## config.mk

```make
export PLATFORM = sky130hd
export DESIGN_NAME = serail_uart
export DESIGN_NICKNAME = d
export VERILOG_FILES = /design/src/rtl/serail_uart_pkg.sv /design/src/rtl/serail_uart_fifo.sv /design/src/rtl/serail_uart.sv
export SDC_FILE = /design/constraint.sdc
export NUM_CORES = 1
export LEC_CHECK = 0
export BUFFER_PORTS_ARGS = -buffer_cell sky130_fd_sc_hd__buf_2
export CAP_MARGIN = 20
export CORE_ASPECT_RATIO = 1.1
export CORE_MARGIN = 2
export CORE_UTILIZATION = 64
export DETAILED_ROUTE_END_ITERATION = 7
export PLACE_DENSITY = 0.85
export REMOVE_ABC_BUFFERS = 1
export SKIP_LAST_GASP = 1
export SYNTH_ARGS = -nofsm -noshare
export SYNTH_HDL_FRONTEND = slang
export SYNTH_SLANG_ARGS = --single-unit
```

## constraint.sdc

```tcl
create_clock -name clk -period 5.5 [get_ports clk]
set_clock_uncertainty 0.15 [all_clocks]
set_input_delay 0.55 -clock clk [delete_from_list [all_inputs] [get_ports clk]]
set_output_delay 0.55 -clock clk [all_outputs]
set_load 0.05 [all_outputs]
```

## src/rtl/serail_uart_pkg.sv

```systemverilog
// rtl/serail_uart_pkg.sv - shared register map, status bit indices and FSM encodings
package serail_uart_pkg;

  typedef logic [0:0]  serail_addr_bus_t;
  typedef logic [31:0] ram_bus_t;

  localparam serail_addr_bus_t SERAIL_ADDR_DATA   = 1'b0;
  localparam serail_addr_bus_t SERAIL_ADDR_STATUS = 1'b1;

  localparam int SERAIL_ST_TXIDLE   = 0;
  localparam int SERAIL_ST_RXVALID  = 1;
  localparam int SERAIL_ST_OVERRUN  = 2;
  localparam int SERAIL_ST_FRAMEERR = 3;

  typedef enum logic [1:0] {TX_IDLE, TX_START, TX_DATA, TX_STOP} tx_state_e;
  typedef enum logic [1:0] {RX_IDLE, RX_START, RX_DATA, RX_STOP} rx_state_e;

endpackage

```

## src/rtl/serail_uart_fifo.sv

```systemverilog
// rtl/serail_uart_fifo.sv - show-ahead synchronous FIFO; a pop frees a slot for a same-cycle push
module serail_fifo #(
  parameter int WIDTH = 8,
  parameter int DEPTH = 16
) (
  input  logic             clk,
  input  logic             rst,
  input  logic             push,
  input  logic             pop,
  input  logic [WIDTH-1:0] din,
  output logic [WIDTH-1:0] dout,
  output logic             full,
  output logic             empty
);
  localparam int AW = $clog2(DEPTH);
  localparam logic [AW:0] FULL_CNT = (AW+1)'(DEPTH);

  logic [WIDTH-1:0] mem_q [DEPTH];
  logic [WIDTH-1:0] mem_d [DEPTH];
  logic [AW-1:0]    wr_ptr_q, wr_ptr_d, rd_ptr_q, rd_ptr_d;
  logic [AW:0]      count_q, count_d;
  logic             push_ok, pop_ok;

  assign empty = (count_q == '0);
  assign full  = (count_q == FULL_CNT);
  assign dout  = mem_q[rd_ptr_q];

  always_comb begin
    pop_ok   = pop && !empty;
    push_ok  = push && (!full || pop_ok);
    mem_d    = mem_q;
    wr_ptr_d = wr_ptr_q;
    rd_ptr_d = rd_ptr_q;
    if (push_ok) begin
      mem_d[wr_ptr_q] = din;
      wr_ptr_d        = wr_ptr_q + 1'b1;
    end
    if (pop_ok) begin
      rd_ptr_d = rd_ptr_q + 1'b1;
    end
    count_d = count_q + {{AW{1'b0}}, push_ok} - {{AW{1'b0}}, pop_ok};
  end

  always_ff @(posedge clk) begin
    mem_q <= mem_d;
  end

  always_ff @(posedge clk) begin
    if (rst) begin
      wr_ptr_q <= '0;
      rd_ptr_q <= '0;
      count_q  <= '0;
    end else begin
      wr_ptr_q <= wr_ptr_d;
      rd_ptr_q <= rd_ptr_d;
      count_q  <= count_d;
    end
  end

endmodule

```

## src/rtl/serail_uart.sv

```systemverilog
// rtl/serail_uart.sv - 8N1 UART on the CPU serail bus with RX FIFO and level interrupt
// SERAIL_LOOPBACK_EN feeds the internal TX line into RX and parks uart_tx_o high.
module serail_uart
  import serail_uart_pkg::*;
#(
  parameter int BAUD_DIV   = 434,
  parameter int FIFO_DEPTH = 16
) (
  input  logic             clk,
  input  logic             rst,
  input  logic             serail_ce_i,
  input  logic             serail_we_i,
  input  serail_addr_bus_t serail_addr_i,
  input  logic [31:0]      serail_data_i,
  output logic [31:0]      serail_data_o,
  output logic             serail_ready_o,
  input  logic             uart_rx_i,
  output logic             uart_tx_o,
  output logic             rx_int_o
);
  localparam int CW = $clog2(BAUD_DIV);
  localparam logic [CW-1:0] BIT_END  = CW'(BAUD_DIV - 1);
  localparam logic [CW-1:0] HALF_END = CW'(BAUD_DIV / 2 - 1);

  logic          acc_q, acc_d, ready_q, ready_d;
  logic [31:0]   rdata_q, rdata_d, status;
  logic          tx_go_q, tx_go_d, tx_go_set, tx_free;
  logic [7:0]    tx_byte_q, tx_byte_d, tx_shift_q, tx_shift_d;
  tx_state_e     tx_state_q, tx_state_d;
  logic [CW-1:0] tx_cnt_q, tx_cnt_d;
  logic [2:0]    tx_idx_q, tx_idx_d;
  logic          tx_line_q, tx_line_d;
  rx_state_e     rx_state_q, rx_state_d;
  logic [CW-1:0] rx_cnt_q, rx_cnt_d;
  logic [2:0]    rx_idx_q, rx_idx_d, rx_sync_q, rx_sync_d;
  logic [7:0]    rx_shift_q, rx_shift_d;
  logic          overrun_q, overrun_d, frame_err_q, frame_err_d;
  logic          rx_src, rx_bit, rx_push, frame_set, st_clear;
  logic          fifo_pop, fifo_full, fifo_empty;
  logic [7:0]    fifo_dout;
  logic          unused_data;

  assign unused_data = ^serail_data_i[31:8];

`ifdef SERAIL_LOOPBACK_EN
  logic unused_rx_pin;
  assign unused_rx_pin = uart_rx_i;
  assign rx_src        = tx_line_q;
  assign uart_tx_o     = 1'b1;
`else
  assign rx_src    = uart_rx_i;
  assign uart_tx_o = tx_line_q;
`endif

  assign serail_ready_o = ready_q;
  assign serail_data_o  = rdata_q;
  assign rx_int_o       = !fifo_empty;
  assign tx_free        = (tx_state_q == TX_IDLE) && !tx_go_q;

  always_comb begin
    status = '0;
    status[SERAIL_ST_TXIDLE]   = (tx_state_q == TX_IDLE);
    status[SERAIL_ST_RXVALID]  = !fifo_empty;
    status[SERAIL_ST_OVERRUN]  = overrun_q;
    status[SERAIL_ST_FRAMEERR] = frame_err_q;
  end

  // Bus handshake: accept, then complete (or stall a DATA write while TX is busy).
  always_comb begin
    acc_d     = acc_q;
    ready_d   = 1'b0;
    rdata_d   = '0;
    fifo_pop  = 1'b0;
    st_clear  = 1'b0;
    tx_go_set = 1'b0;
    tx_byte_d = tx_byte_q;
    if (!acc_q) begin
      acc_d = serail_ce_i && !ready_q;
    end else if (!serail_ce_i) begin
      acc_d = 1'b0;
    end else if (serail_we_i) begin
      if (serail_addr_i == SERAIL_ADDR_STATUS || tx_free) begin
        acc_d   = 1'b0;
        ready_d = 1'b1;
        if (serail_addr_i == SERAIL_ADDR_DATA) begin
          tx_go_set = 1'b1;
          tx_byte_d = serail_data_i[7:0];
        end
      end
    end else begin
      acc_d   = 1'b0;
      ready_d = 1'b1;
      if (serail_addr_i == SERAIL_ADDR_STATUS) begin
        rdata_d  = status;
        st_clear = 1'b1;
      end else if (!fifo_empty) begin
        fifo_pop = 1'b1;
        rdata_d  = {24'b0, fifo_dout};
      end
    end
  end

  always_comb begin
    tx_state_d = tx_state_q;
    tx_cnt_d   = (tx_cnt_q == BIT_END) ? '0 : tx_cnt_q + 1'b1;
    tx_idx_d   = tx_idx_q;
    tx_shift_d = tx_shift_q;
    tx_go_d    = tx_go_q | tx_go_set;
    unique case (tx_state_q)
      TX_IDLE: begin
        tx_cnt_d = '0;
        if (tx_go_q) begin
          tx_state_d = TX_START;
          tx_go_d    = 1'b0;
          tx_shift_d = tx_byte_q;
        end
      end
      TX_START: if (tx_cnt_q == BIT_END) begin
        tx_state_d = TX_DATA;
        tx_idx_d   = '0;
      end
      TX_DATA: if (tx_cnt_q == BIT_END) begin
        tx_shift_d = {1'b0, tx_shift_q[7:1]};
        tx_idx_d   = tx_idx_q + 1'b1;
        if (tx_idx_q == 3'd7) tx_state_d = TX_STOP;
      end
      TX_STOP: if (tx_cnt_q == BIT_END) tx_state_d = TX_IDLE;
      default: tx_state_d = TX_IDLE;
    endcase
    unique case (tx_state_d)
      TX_START: tx_line_d = 1'b0;
      TX_DATA:  tx_line_d = tx_shift_d[0];
      default:  tx_line_d = 1'b1;
    endcase
  end

  // rx_sync_q[1] is the synchronised line, rx_sync_q[2] its previous value.
  always_comb begin
    rx_sync_d  = {rx_sync_q[1:0], rx_src};
    rx_bit     = rx_sync_q[1];
    rx_state_d = rx_state_q;
    rx_cnt_d   = rx_cnt_q + 1'b1;
    rx_idx_d   = rx_idx_q;
    rx_shift_d = rx_shift_q;
    rx_push    = 1'b0;
    frame_set  = 1'b0;
    unique case (rx_state_q)
      RX_IDLE: begin
        rx_cnt_d = '0;
        if (rx_sync_q[2] && !rx_bit) rx_state_d = RX_START;
      end
      RX_START: if (rx_cnt_q == HALF_END) begin
        rx_cnt_d   = '0;
        rx_idx_d   = '0;
        rx_state_d = rx_bit ? RX_IDLE : RX_DATA;
      end
      RX_DATA: if (rx_cnt_q == BIT_END) begin
        rx_cnt_d   = '0;
        rx_shift_d = {rx_bit, rx_shift_q[7:1]};
        rx_idx_d   = rx_idx_q + 1'b1;
        if (rx_idx_q == 3'd7) rx_state_d = RX_STOP;
      end
      RX_STOP: if (rx_cnt_q == BIT_END) begin
        rx_state_d = RX_IDLE;
        rx_push    = rx_bit;
        frame_set  = !rx_bit;
      end
      default: rx_state_d = RX_IDLE;
    endcase
    overrun_d   = (rx_push && fifo_full && !fifo_pop) | (overrun_q & ~st_clear);
    frame_err_d = frame_set | (frame_err_q & ~st_clear);
  end

  serail_fifo #(.WIDTH(8), .DEPTH(FIFO_DEPTH)) u_rx_fifo (
    .clk   (clk),
    .rst   (rst),
    .push  (rx_push),
    .pop   (fifo_pop),
    .din   (rx_shift_q),
    .dout  (fifo_dout),
    .full  (fifo_full),
    .empty (fifo_empty)
  );

  always_ff @(posedge clk) begin
    if (rst) begin
      acc_q       <= 1'b0;
      ready_q     <= 1'b0;
      rdata_q     <= '0;
      tx_go_q     <= 1'b0;
      tx_byte_q   <= '0;
      tx_shift_q  <= '0;
      tx_state_q  <= TX_IDLE;
      tx_cnt_q    <= '0;
      tx_idx_q    <= '0;
      tx_line_q   <= 1'b1;
      rx_state_q  <= RX_IDLE;
      rx_cnt_q    <= '0;
      rx_idx_q    <= '0;
      rx_shift_q  <= '0;
      rx_sync_q   <= 3'b111;
      overrun_q   <= 1'b0;
      frame_err_q <= 1'b0;
    end else begin
      acc_q       <= acc_d;
      ready_q     <= ready_d;
      rdata_q     <= rdata_d;
      tx_go_q     <= tx_go_d;
      tx_byte_q   <= tx_byte_d;
      tx_shift_q  <= tx_shift_d;
      tx_state_q  <= tx_state_d;
      tx_cnt_q    <= tx_cnt_d;
      tx_idx_q    <= tx_idx_d;
      tx_line_q   <= tx_line_d;
      rx_state_q  <= rx_state_d;
      rx_cnt_q    <= rx_cnt_d;
      rx_idx_q    <= rx_idx_d;
      rx_shift_q  <= rx_shift_d;
      rx_sync_q   <= rx_sync_d;
      overrun_q   <= overrun_d;
      frame_err_q <= frame_err_d;
    end
  end

endmodule

```

**Word-level counts from Yosys, hierarchy flattened**

Index checks and enable logic that the tools add are counted.

- Output and inout port bits: 35
- Register bits after elaboration: 234
- Input port bits: 38

- Bitwise gates (word level): 11
- Multiplexer cells: 60
- Reductions and logical operators: 33
- Eq/ne operators: 22
- Add/sub/neg operators: 8
- $lt $le $gt $ge: 3

Operators with widths:

| operator | number |
|---|---|
| $bwmux 128 | 1 |
| $mux 8 | 5 |
| $bmux 8 s4 | 1 |
| $demux 8 s4 | 1 |
| $pmux 9 s3 | 1 |
| $mux 1 | 26 |
| $mux 2 | 11 |
| $add 9x1->9 const B | 2 |
| $eq 9x9->1 const B | 2 |
| $mux 9 | 2 |
| $pmux 2 s4 | 2 |
| $pmux 8 s2 | 1 |
| $ne 2x2->1 const B | 7 |
| $mux 3 | 4 |
| $pmux 3 s2 | 2 |
| $eq 2x2->1 const B | 5 |
| $ge 5x5->1 const B | 2 |
| $not 4->5 | 2 |
| $reduce_and 5->1 | 2 |
| $eq 9x8->1 const B | 1 |
| $reduce_and 3->1 | 3 |
| $add 4x1->4 const B | 2 |
| $logic_and 1x1->1 | 8 |
| $mux 4 | 2 |
| other kinds (22) | 42 |

**Longest topological paths before layout**

- Word-level depth: 11
- Gate-level depth with buffers: 12
- Gate-level depth less buffers: 12

**Cells and area by module**

A second synthesis with hierarchy kept.

- Cells, all modules: 678
- Area, all modules: 8967.4 µm²

Modules (own cells, without submodules):

| module | cells each | sequential area each (µm²) | times used | area an instance (µm²) |
|---|---|---|---|---|
| serail_fifo | 336 | 4103.9 | 1 | 5821.8 |
| serail_uart | 342 | 1381.3 | 1 | 3145.5 |

**Least setup slack after synthesis**

No wires, ideal clock.

- Kind: register to register
- Start: reg u_rx_fifo.count_q[3]
- End: reg u_rx_fifo.count_q[4]
- Path buffers: 0
- Period minus slack after synthesis: 3.057 ns
- Required time: 5.280 ns
- Slack: 2.443 ns
- Stages on the path, launching flop included: 13
- Arrival: 2.837 ns
- Cells stage by stage: dfxtp_1 -> inv_1 -> ha_1 -> nor4b_1 -> nor3_1 -> ha_1 -> inv_1 -> ha_1 -> fa_1 -> a21oi_1 -> nor2_1 -> or3_1 -> a21oi_1

- Longest elaborated chain between the ends: 11

RTL lines:

| item | RTL line | source |
|---|---|---|
| start: declaration | serail_uart_fifo.sv:21 | `logic [AW:0] count_q, count_d;` |
| start signal: assignment | serail_uart_fifo.sv:56 | `count_q <= count_d;` |
| $logic_not 5->1 (*) | serail_uart_fifo.sv:24 | `assign empty = (count_q == '0);` |
| $mux 1 | serail_uart.sv:96 | `end else if (!fifo_empty) begin` |
| $mux 1 | serail_uart.sv:93 | `if (serail_addr_i == SERAIL_ADDR_STATUS) begin` |
| $mux 1 | serail_uart.sv:81 | `end else if (serail_we_i) begin` |
| $mux 1 | serail_uart.sv:79 | `end else if (!serail_ce_i) begin` |
| $mux 1 | serail_uart.sv:77 | `if (!acc_q) begin` |
| $logic_and 1x1->1 (*) | serail_uart_fifo.sv:29 | `pop_ok = pop && !empty;` |
| via u_rx_fifo.pop_ok | serail_uart_fifo.sv:22 | `logic push_ok, pop_ok;` |
| $logic_or 1x1->1 | serail_uart_fifo.sv:30 | `push_ok = push && (!full \|\| pop_ok);` |
| $logic_and 1x1->1 | serail_uart_fifo.sv:30 |  |
| $add 5x1->5 | serail_uart_fifo.sv:41 | `count_d = count_q + {{AW{1'b0}}, push_ok} - {{AW{1'b0}}, pop_ok};` |
| $sub 5x1->5 (*) | serail_uart_fifo.sv:41 |  |

Mark *: on every way through the listed nets, which the timed path passes. The rest lies on a longest branch.
A chain may end at the register's enable or synchronous reset.

**Final worst setup path**

- Start: reg u_rx_fifo.count_q[2]
- End: reg u_rx_fifo.count_q[4]

Same word-level chain as after synthesis.

==> results.json <==
{
  "status": "completed",
  "syn_area_per_cell_sq_um": 13.8,
  "hold_end": "rx_sync_q[0]",
  "post_dp_cell_area_sq_um": 8990,
  "slew_violations": 0,
  "clock_latency_ps": 480,
  "leakage_uw": 0.00328,
  "yosysWarningCount": 0,
  "hold_ws_ps": 100,
  "grt_max_degree": 61,
  "p_per_area_nw_per_um2": 326,
  "rows": 44,
  "tns_ps": 0,
  "drt_iter0_drc": 442,
  "firstDrtPassIters": 6,
  "ys_seq_elements": 210,
  "fmax_ghz": 0.290,
  "crit_chain": "inv_1, ha_1, nor4b_1, nor3_1, ha_1, inv_1, ha_1, fa_1, a21oi_1, nor2_1, or3_1, a21oi_1",
  "synth-seq-area-share_pct": 62.2,
  "globalplace.congestion": 0.766,
  "dieArea_sq_um": 14700,
  "die_w_microns": 116,
  "hold_buffers": 0,
  "cap_violations": 0,
  "port_buffers": 24,
  "holdPathStages": 2,
  "clock_path_buffers": 3,
  "final_antenna_net_count": 0,
  "critPathMaxFanout": 6,
  "antenna_found_initial": 0,
  "routed_wl_microns": 16700,
  "pin_count": 73,
  "regToRegSetupSlack_ps": 2050,
  "clock_sink_count": 210,
  "worst_path_most_repeated_cell": "ha_1",
  "start_util_pct": 66.1,
  "worst_path_max_delay_cell": "nor4b_1",
  "path_clk_slew_ps": 60,
  "fin_nets": 721,
  "tritoncts.num_buffers": 21,
  "num_vias": 5133,
  "vias_per_cell": 5.98,
  "postLayoutCellArea_sq_um": 9640,
  "dieHeight_microns": 127,
  "area_growth_pct": 9.39,
  "setup_viol": 0,
  "path_buf_inv": 2,
  "synth_flop_cell": "edfxtp_1",
  "cp_top_family": "simple AND/OR/NAND/NOR gates",
  "cts_tree": "yes",
  "relSlewSlack_pct": 31.1,
  "ctsResizeCount": 0,
  "synth_edf_count": 128,
  "grt-ovfl-total": 0,
  "irDropWorstVdd_mv": 0.253,
  "diodes": 0,
  "ys_types": 56,
  "routedWlPerCell_microns": 19.4,
  "r2r_end": "u_rx_fifo.count_q[4]",
  "grt_pass1_wl_microns": 26600,
  "fin_crit_sh_pct": 62.8,
  "critPathKind": "flip-flop to flip-flop",
  "synthesis.area_sq_um": 8810,
  "drive_gt1_share_pct": 16.0,
  "grt_pass1_vias": 5193,
  "max_stage_delay_ps": 730,
  "drc": 0,
  "track_usage_pct": 23.4,
  "synthArstFlopShare_pct": 0,
  "finalHoldViolCount": 0,
  "core-area_sq_um": 13300,
  "syn_inst": 638,
  "dpl.hpwl_microns": 10500,
  "rsz0062_at_grt": "false",
  "ff2ff_path_depth": 12,
  "cp.required_ps": 5760,
  "min_path_type": "input port to flip-flop",
  "start_kind": "flip-flop",
  "worst_pin_slew_ps": 1030,
  "crit_arrival_ps": 3710,
  "fin_util_pct": 72.4,
  "worstHoldStart": "uart_rx_i",
  "crit-reg2reg-launch": "u_rx_fifo.count_q[2]",
  "min_period_ps": 3450,
  "cts_max_level": 1,
  "clockRootBuffer": "clkbuf_16",
  "postCtsSetupBuffers": 0,
  "cp-end-kind": "flip-flop"
}
[cell usage in the layout (no fill, tap or decap), types with 6 or more instances in the layout]
master,synthesis,layout
a21oi_1,24,24
o21ai_0,12,12
ha_1,21,21
xnor2_1,17,17
a22oi_1,7,7
conb_1,1,24
nand3_1,16,16
clkbuf_16,0,21
buf_2,7,25
inv_1,21,21
nor2b_1,12,12
dfxtp_1,82,81
nand2_1,20,20
edfxtp_1,128,128
and3_1,18,18
mux2i_1,29,29
a211oi_1,8,8
clkbuf_1,16,6
nor3_1,6,6
mux4_2,32,32
nor2_1,60,60
[worst max-delay path by stage]
| stage | from | endpoint | slack [ps] | cells after the start |
|---|---|---|---|---|
| 2_1_floorplan | u_rx_fifo.count_q[3] | u_rx_fifo.count_q[4] | 2440 | 12 |
| 3_3_place_gp | u_rx_fifo.count_q[2] | u_rx_fifo.count_q[4] | 2230 | 12 |
| 3_5_place_dp | u_rx_fifo.count_q[2] | u_rx_fifo.count_q[4] | 2080 | 12 |
| 4_1_cts | u_rx_fifo.count_q[2] | u_rx_fifo.count_q[4] | 2040 | 12 |
| 5_1_grt | u_rx_fifo.count_q[3] | u_rx_fifo.count_q[4] | 1810 | 12 |
| 6_report | u_rx_fifo.count_q[2] | u_rx_fifo.count_q[4] | 2050 | 12 |
[power by group]
| group | internal [uW] | total [uW] | switching [uW] |
|---|---|---|---|
| Clock | 780 | 1340 | 559 |
| Combinational | 37.0 | 140 | 102 |
| Sequential | 1660 | 1670 | 10.0 |
[metal layers]
metal	up-vias	wire, microns	global-route usage (%)
met5	-	0	0
met4	0	399	6.79
met3	34	1170	4.17
met2	191	8900	42.1
met1	2539	6210	29.0
li1	2369	-	-
[registers in the layout (all words and copies together), names as in the netlist, named ones only]
| name | cells |
|---|---|
| u_rx_fifo.wr_ptr_q | 4 |
| tx_idx_q | 3 |
| tx_byte_q | 8 |
| u_rx_fifo.rd_ptr_q | 4 |
| tx_cnt_q | 9 |
| serail_ready_o | 1 |
| tx_shift_q | 8 |
| frame_err_q | 1 |
| u_rx_fifo.count_q | 5 |
| tx_go_q | 1 |
| rx_shift_q | 8 |
| serail_data_o | 8 |
| acc_q | 1 |
| u_rx_fifo.mem_q | 128 |
| tx_state_q | 2 |
| rx_cnt_q | 9 |
| rx_state_q | 1 |
| rx_idx_q | 3 |
| rx_sync_q | 3 |
| overrun_q | 1 |
| uart_tx_o | 1 |
[cells by family after synthesis]
kind of cell             count (synthesis)  synth area share, %
flip-flops                             210                 62.2
AND/OR/NAND/NOR                        178                 11.1
buffers and inverters                   74                 4.44
AO/OA/AOI/OAI                           67                 4.91
multiplexers                            64                 11.9
adder cells (fa/ha/maj)                 22                 3.21
XOR/XNOR                                22                 2.19
other                                    1               0.0426
[stage by stage]
step	worst slack, ps	std cells	power [uW]
2_1_floorplan	2440	608	1810
3_3_place_gp	2230	821	1840
3_5_place_dp	2080	821	1840
4_1_cts	2040	858	3160
5_1_grt	1810	859	3230
6_report	2050	859	3150
[synthesized netlist by cell type (6+ instances only)]
| cell | number | area, sq um |
|---|---|---|
| a211oi_1 | 8 | 60.1 |
| a21oi_1 | 24 | 120 |
| a22oi_1 | 7 | 52.6 |
| and3_1 | 18 | 113 |
| buf_2 | 7 | 35.0 |
| buf_4 | 28 | 210 |
| clkbuf_1 | 16 | 60.1 |
| dfxtp_1 | 82 | 1640 |
| edfxtp_1 | 128 | 3840 |
| ha_1 | 21 | 263 |
| inv_1 | 21 | 78.8 |
| mux2i_1 | 29 | 290 |
| mux4_2 | 32 | 721 |
| nand2_1 | 20 | 75.1 |
| nand3_1 | 16 | 80.1 |
| nor2_1 | 60 | 225 |
| nor2b_1 | 12 | 75.1 |
| nor3_1 | 6 | 30.0 |
| o21ai_0 | 12 | 60.1 |
| xnor2_1 | 17 | 149 |
[cell type report]
cell class | count | area, sq um
Clock inverter | 8 | 71.3
Timing Repair Buffer | 30 | 163
Sequential cell | 210 | 5490
Multi-Input combinational cell | 377 | 3030
Fill cell | 848 | 3680
Tap cell | 184 | 230
Clock buffer | 29 | 576
Inverter | 21 | 78.8
(Power assumes the default switching activity.)
